[config.mk]
export PLATFORM = sky130hd
export DESIGN_NAME = bitcoin_nonce_sched
export DESIGN_NICKNAME = d
export VERILOG_FILES = /design/src/rtl/bitcoin_nonce_sched.sv
export SDC_FILE = /design/constraint.sdc
export NUM_CORES = 2
export LEC_CHECK = 0
export BUFFER_PORTS_ARGS = -buffer_cell sky130_fd_sc_hd__buf_2
export CELL_PAD_IN_SITES_DETAIL_PLACEMENT = 2
export CELL_PAD_IN_SITES_GLOBAL_PLACEMENT = 2
export CORE_AREA = 2 2 676 678
export DETAILED_ROUTE_END_ITERATION = 10
export DIE_AREA = 0 0 678 680
export GPL_ROUTABILITY_DRIVEN = 0
export PLACE_DENSITY = 0.53
export SLEW_MARGIN = 20
export SYNTH_ARGS = -nofsm -noshare
export SYNTH_HDL_FRONTEND = slang
export SYNTH_SLANG_ARGS = --single-unit
[constraint.sdc]
create_clock -name clk -period 2.9 [get_ports clk]
set_clock_uncertainty 0.2 [all_clocks]
set_input_delay 0.145 -clock clk [delete_from_list [all_inputs] [get_ports clk]]
set_output_delay 0.145 -clock clk [all_outputs]
set_load 0.01 [all_outputs]
[src/rtl/bitcoin_nonce_sched.sv]
// bitcoin_nonce_sched: midstate + per-nonce double-hash sequencer for one core.
// Optional early stop on res_hash < target: define BTC_TARGET_STOP_EN.
module bitcoin_nonce_sched #(
  parameter int NUM_NONCES = 16
) (
  input  logic              clk,
  input  logic              reset_n,
  input  logic              start,
  input  logic [18:0][31:0] header,
  input  logic [31:0]       nonce_base,
`ifdef BTC_TARGET_STOP_EN
  input  logic [31:0]       target,
  output logic              hit,
`endif
  output logic              core_start,
  output logic [7:0][31:0]  core_h_in,
  output logic [15:0][31:0] core_block,
  input  logic              core_done,
  input  logic [7:0][31:0]  core_digest,
  output logic              res_valid,
  input  logic              res_ready,
  output logic [31:0]       res_nonce,
  output logic [31:0]       res_hash,
  output logic              done
);

  localparam int IW = $clog2(NUM_NONCES + 1);

  localparam logic [7:0][31:0] IV = {
    32'h5be0cd19, 32'h1f83d9ab, 32'h9b05688c, 32'h510e527f,
    32'ha54ff53a, 32'h3c6ef372, 32'hbb67ae85, 32'h6a09e667
  };

  typedef enum logic [2:0] {
    IDLE, MID_ST, MID_WT, P2_ST, P2_WT, P3_ST, P3_WT, EMIT
  } state_t;

  state_t            state;
  logic [18:0][31:0] hdr_q;
  logic [31:0]       base_q;
  logic [IW-1:0]     idx;
  logic              busy_seen;
  logic [7:0][31:0]  mid_q;
  logic [7:0][31:0]  p2_q;
  logic [31:0]       nonce;
  logic [15:0][31:0] p2_blk;
  logic [15:0][31:0] p3_blk;
  logic              core_fin;
  logic              last;
`ifdef BTC_TARGET_STOP_EN
  logic [31:0]       target_q;
  logic              below;

  assign below = res_hash < target_q;
  assign last  = (idx == IW'(NUM_NONCES - 1)) || below;
`else
  assign last  = idx == IW'(NUM_NONCES - 1);
`endif

  assign nonce    = base_q + 32'(idx);
  assign core_fin = core_done && busy_seen;

  always_comb begin
    p2_blk     = '0;
    p2_blk[0]  = hdr_q[16];
    p2_blk[1]  = hdr_q[17];
    p2_blk[2]  = hdr_q[18];
    p2_blk[3]  = nonce;
    p2_blk[4]  = 32'h8000_0000;
    p2_blk[15] = 32'h0000_0280;
    p3_blk     = '0;
    p3_blk[7:0] = p2_q;
    p3_blk[8]  = 32'h8000_0000;
    p3_blk[15] = 32'h0000_0100;
  end

  always_ff @(posedge clk or negedge reset_n) begin
    if (!reset_n) begin
      state      <= IDLE;
      done       <= 1'b1;
      core_start <= 1'b0;
      core_h_in  <= '0;
      core_block <= '0;
      res_valid  <= 1'b0;
      res_nonce  <= '0;
      res_hash   <= '0;
      idx        <= '0;
      busy_seen  <= 1'b0;
      hdr_q      <= '0;
      base_q     <= '0;
      mid_q      <= '0;
      p2_q       <= '0;
`ifdef BTC_TARGET_STOP_EN
      target_q   <= '0;
      hit        <= 1'b0;
`endif
    end else begin
      core_start <= 1'b0;
      unique case (state)
        IDLE: begin
          if (start) begin
            hdr_q  <= header;
            base_q <= nonce_base;
            idx    <= '0;
            done   <= 1'b0;
            state  <= MID_ST;
`ifdef BTC_TARGET_STOP_EN
            target_q <= target;
            hit      <= 1'b0;
`endif
          end
        end
        MID_ST: begin
          core_h_in  <= IV;
          core_block <= hdr_q[15:0];
          core_start <= 1'b1;
          busy_seen  <= 1'b0;
          state      <= MID_WT;
        end
        MID_WT: begin
          if (!core_done) busy_seen <= 1'b1;
          if (core_fin) begin
            mid_q <= core_digest;
            state <= P2_ST;
          end
        end
        P2_ST: begin
          core_h_in  <= mid_q;
          core_block <= p2_blk;
          core_start <= 1'b1;
          busy_seen  <= 1'b0;
          state      <= P2_WT;
        end
        P2_WT: begin
          if (!core_done) busy_seen <= 1'b1;
          if (core_fin) begin
            p2_q  <= core_digest;
            state <= P3_ST;
          end
        end
        P3_ST: begin
          core_h_in  <= IV;
          core_block <= p3_blk;
          core_start <= 1'b1;
          busy_seen  <= 1'b0;
          state      <= P3_WT;
        end
        P3_WT: begin
          if (!core_done) busy_seen <= 1'b1;
          if (core_fin) begin
            res_valid <= 1'b1;
            res_nonce <= nonce;
            res_hash  <= core_digest[0];
            state     <= EMIT;
          end
        end
        EMIT: begin
          if (res_ready) begin
            res_valid <= 1'b0;
            idx       <= idx + IW'(1);
`ifdef BTC_TARGET_STOP_EN
            if (below) hit <= 1'b1;
`endif
            if (last) begin
              done  <= 1'b1;
              state <= IDLE;
            end else begin
              state <= P2_ST;
            end
          end
        end
        default: state <= IDLE;
      endcase
    end
  end

endmodule

Word level (Yosys, flattened, before mapping). Index checks and enable logic that the tools add are counted.

Bits in registers: 1996. Latch bits: 0. Bits in writable memories: 0. Bits in read-only memories: 0. Input port bits: 901. Output and inout port bits: 835. Logic and storage cells: 126. Memories kept: 0.

Add/subtract/negate cells: 2. Multiply operators: 0. Divide/modulo/power cells: 0. $lt $le $gt $ge: 0. Equality and inequality tests: 15. Shift-type cells: 0. Muxes and demuxes: 22. Bitwise operators: 0. Reductions and logical operators: 19.

Operators with widths (number): $pmux W512 S3 (1); $pmux W256 S2 (1); $add A32 B5 Y32 (1); $pmux W3 S8 (1); $mux W3 (5); $ne A2 B2 Y1 const B (7); $eq A3 B3 Y1 const B (4); $mux W5 (2); $pmux W5 S2 (1); $reduce_and A2 Y1 (5); $reduce_bool A2 Y1 (4); $mux W1 (7); $eq A3 B2 Y1 const B (2); $pmux W1 S2 (3); $reduce_and A3 Y1 (2); $reduce_or A3 Y1 (2); $add A5 B1 Y5 const B (1); $eq A5 B4 Y1 const B (1); $reduce_and A5 Y1 (1); $reduce_and A4 Y1 (1); $eq A3 B1 Y1 const B (1); $logic_not A3 Y1 (1); $reduce_bool A3 Y1 (1); $mux W2 (1); other kinds (2) (2).

Longest topological paths before layout.
Depth in word-level cells: 4. Mapped depth: 8. Depth with buffers taken out: 7.

Least setup slack after synthesis. Ideal clock, no wire load.

Path type: register -> register. From: register idx[0]. To: register core_block[126] in the netlist's numbering. Library setup time: 0.142 ns. Arrival time: 1.964 ns. Data required time: 2.558 ns. Setup slack: 0.594 ns. Cell stages (with the launch flop): 8. Path buffers: 0. Cell sequence: dfrtp_1 > ha_1 > fa_1 > a21oi_1 > a2bb2oi_2 > nor4_1 > xnor2_1 > o221ai_1.

Cells in the longest elaborated chain, start to end: 2.

RTL lines: from (decl) (RTL line 41) `logic [IW-1:0] idx;`; from (signal assigned) (RTL line 160) `idx <= idx + IW'(1);`; $add A32 B5 Y32 (RTL line 60) `assign nonce = base_q + 32'(idx);`; $pmux W512 S3 (RTL line 99) `unique case (state)`; to (signal assigned) (RTL line 115) `core_block <= hdr_q[15:0];`; to (signal assigned) (RTL line 129) `core_block <= p2_blk;`; to (signal assigned) (RTL line 143) `core_block <= p3_blk;`; to (decl) (RTL line 17) `output logic [15:0][31:0] core_block,`.

No other way between the ends. A chain may end at the register's enable or synchronous reset.

Worst setup path after layout.
From: register state[2]. To: register hdr_q[179] in the netlist's numbering.

Cells in the longest elaborated chain, start to end: 2.

RTL lines: from (decl) (RTL line 38) `state_t state;`; from (signal assigned) (RTL line 79) `state <= IDLE;`; from (signal assigned) (RTL line 106) `state <= MID_ST;`; from (signal assigned) (RTL line 118) `state <= MID_WT;`; $logic_not A3 Y1 (RTL line 99); $reduce_and A2 Y1 (no line); to (signal assigned) (RTL line 102) `hdr_q <= header;`; to (decl) (RTL line 39) `logic [18:0][31:0] hdr_q;`.

No other way between the ends.

==> metrics.txt <==
Slowest cell on crit path=dfrtp_4; most common cell after layout, fill and taps aside=dfrtp_1; Max-cap violations=0; post-synthesis xor/xnor area fraction=0.2935%; die area=461,000 sq um; R2R Path End=hdr_q[179]; worst vdd ir=675.0 uV; Finish-stage setup viols=0; antenna-violating nets left=0; critical path capture point=hdr_q[179]; CP Capture Type=register; Post-synth EDFFs=0; layout cells sized above 1=32.66%; pin count of the biggest net entering global routing=115; CP startpoint kind=register; vias in the first global route=73,410; Post-Layout Cell Count=15,570; RSZ-0062 raised after global routing=false; row cnt=248; post-synthesis compound-gate area fraction=7.834%; Critical Path RT=3.44 ns; Worst EP arrival=3.29 ns; Die Wd=678 um; M1 GR Usage=21.09%; FF-to-FF setup slack=0.14 ns; worst r2r src=state[2]; largest family of logic cells by synthesized area=multiplexers; synthesized instance count=5,561; Syn Nets=6,470; Final Hold Vio Count=0; Worst Max-Slew Pin Slew=0.9954 ns; Final Util=26.97%; Post-Syn Area=77,580 sq um; post-synthesis adder-cell area fraction=0.1387%; Die H=680 um; core area=454,300 sq um; total leakage power=57.49 nW; CTS max path bufs=4; CTS tree=done; total chip power=0.1240 W; GR Util All Layers=17.66%; clock-pin slew on the worst setup and hold paths=0.06 ns; via/cell ratio=4.095; Sink Count=1,996; CTS H-Tree Depth=4; WL/cell=26.94 um; first-pass GRT wire length=590,200 um; layout filler cell count=49,100; Detailed Route WL=419,400 um; Async SR Flop Fraction=100.0%; first drt pass iteration count=5; setup TNS=0 ns; GR Layer Usage met2=30.50%; CTS Buf Count=243; Remaining Overflow, GRT=0; Final min period=2.758 ns; Synth Warn #=0; CTS Root Cell=clkbuf_16; Crit path max-delay family=buffers and inverters; Critical Path Source=state[2]; Max Fanout on Critical Path=32; max-slew violations=0; number of placed I/O pins=1,736; Highest Clock Rate=362.6 MHz; most frequent cells in the layout=1,992 x dfrtp_1, 1,862 x dlygate4sd3_1, 1,734 x buf_2; Seq/Total Area, Yosys=64.39%; status=finished clean; post-synthesis mux area share=19.93%; final critical-path share of the clock period=95.11%; Power Density=1012 nW/um^2; Vias=63,760; met3 Use GR=3.993%; most used cell, CP=buf_12; initial antenna violation count=147; simple-gate share of the synthesized area=5.019%; synth unique cells=70; crit-path cells=nand2b_1 > nor3_4 > buf_12 > buf_12 > buf_12 > buf_12 > buf_12 > mux2_2; Top Usage Layer GRT=met2; r2r worst-path depth=8; worst skew pair latency=0.96 ns; Area Growth Syn to Fin=57.91%; WS Path Type=register to register; synthesized flop and latch total=1,996; initial cell density of the core=17.08%; DRC=0; worst relative slew slack=32.94%; Initial DRC Count=3,188; # port buffers=1,735; Layout Nets=10,190; Placed Cells incl. Taps=13,160; critical path depth=8; dpl hpwl=301,600 um; syn avg cell area=13.95 sq um; critical path's largest stage delay=0.47 ns; Primary FF master, synth=dfrtp_1; Hold Path Class=input pin to register; CP bufs+invs=5
-- timing repair --
item | in CTS | in global routing
hold endpoints to repair | 3201 | 0
resized for setup | 0 | 4
setup buffers | 0 | 7
hold buffers | 1863 | 0
setup endpoints to repair | 0 | 59
-- worst min-delay path, delay by kind of cell --
kind                   cells  cell delay (ns)
buffers and inverters      2             0.87
and+or+nand+nor            2             0.15
-- final cells by class --
class                           instances  area [sq um]  share of cell area [%]
Tap cell                             6000          7507                   6.128
Sequential cell                      1996         49960                   40.78
Multi-Input combinational cell       3170         25840                   21.09
Inverter                                6         22.52                 0.01838
Timing Repair Buffer                 3863         30520                   24.91
Clock inverter                         96          1255                   1.024
Clock buffer                          359          7201                   5.878
Antenna cell                           79         197.7                  0.1614
-- worst min path at each step --
stage                     from     endpoint  slack, ns  cells after the start
3_3_place_gp           reset_n   hdr_q[597]      0.007                      1
6_report        core_digest[1]  res_hash[1]       0.06                      4
2_1_floorplan          reset_n    base_q[0]      -0.35                      0
3_5_place_dp           reset_n   hdr_q[597]     -0.002                      1
4_1_cts        core_digest[31]     p2_q[31]       0.01                      3
5_1_grt        core_digest[31]    mid_q[31]       0.06                      3
-- synthesized netlist by cell type (5+ instances only) --
cell type	number	area, sq um
nand3_1	159	795.8
nor2_1	33	123.9
nor2b_1	5	31.28
buf_4	7	52.55
nand2_1	663	2489
mux2_2	659	7421
and2_1	5	31.28
o21ai_1	6	30.03
buf_2	245	1226
mux2_1	500	5630
nor3_1	7	35.03
and3_1	6	37.54
o221ai_1	14	122.6
xnor2_1	12	105.1
xor2_1	14	122.6
o2111ai_1	5	43.79
buf_1	11	41.29
o21ai_0	264	1321
mux2i_1	241	2412
clkbuf_1	120	450.4
o211ai_1	5	37.54
ha_1	7	87.58
a22o_1	472	4134
a21oi_1	15	75.07
nand2b_1	5	31.28
a31oi_1	5	31.28
o22ai_1	10	62.56
nand4_1	6	37.54
dfrtp_1	1995	49920
-- state kept, by name, indices dropped and copies added, names as in the netlist --
register	cells
p2_q	256
core_h_in	256
res_valid	1
core_start	1
res_hash	32
hdr_q	608
base_q	32
idx	5
res_nonce	32
core_block	512
done	1
state	3
busy_seen	1
mid_q	256
-- cell families (layout without fill, tap and decap cells) --
kind of cell               Yosys count  in the layout
adders and majority gates            8              8
buffers and inverters              395           4324
and+or+nand+nor                    918            918
DFF                               1996           1996
AOI/OAI and AO/OA                  818            818
other                                0             79
muxes                             1400           1400
xor gates and xnor gates            26             26
-- report_power, final --
part | total (W) | switching (W) | leakage, nW | internal (W)
Combinational | 0.0414 | 0.0233 | 28.3 | 0.0181
Clock | 0.0326 | 0.0133 | 4.17 | 0.0192
Sequential | 0.0500 | 0.00964 | 25.1 | 0.0404
-- per-stage QoR --
stage                     cell area, sq um  setup WS, ns  hold slack, ns
final                               122500        0.1419         0.05890
after global routing                122500      0.004767         0.05812
after CTS                           122200       0.01583        0.009895
after detailed placement             95090       0.08863       -0.002020
after global placement               95090       0.03243        0.007127
after floorplan                      77580        0.5937         -0.3506
-- metal layers --
metal / wire, um / vias up / share of wire, %
met3: 23540 / 719 / 5.6
met1: 168100 / 33800 / 40
met5: 268 / - / 0.064
li1: - / 27300 / -
met4: 20680 / 40 / 4.9
met2: 206800 / 1895 / 49
No activity file was read; power rests on OpenSTA's default activity.
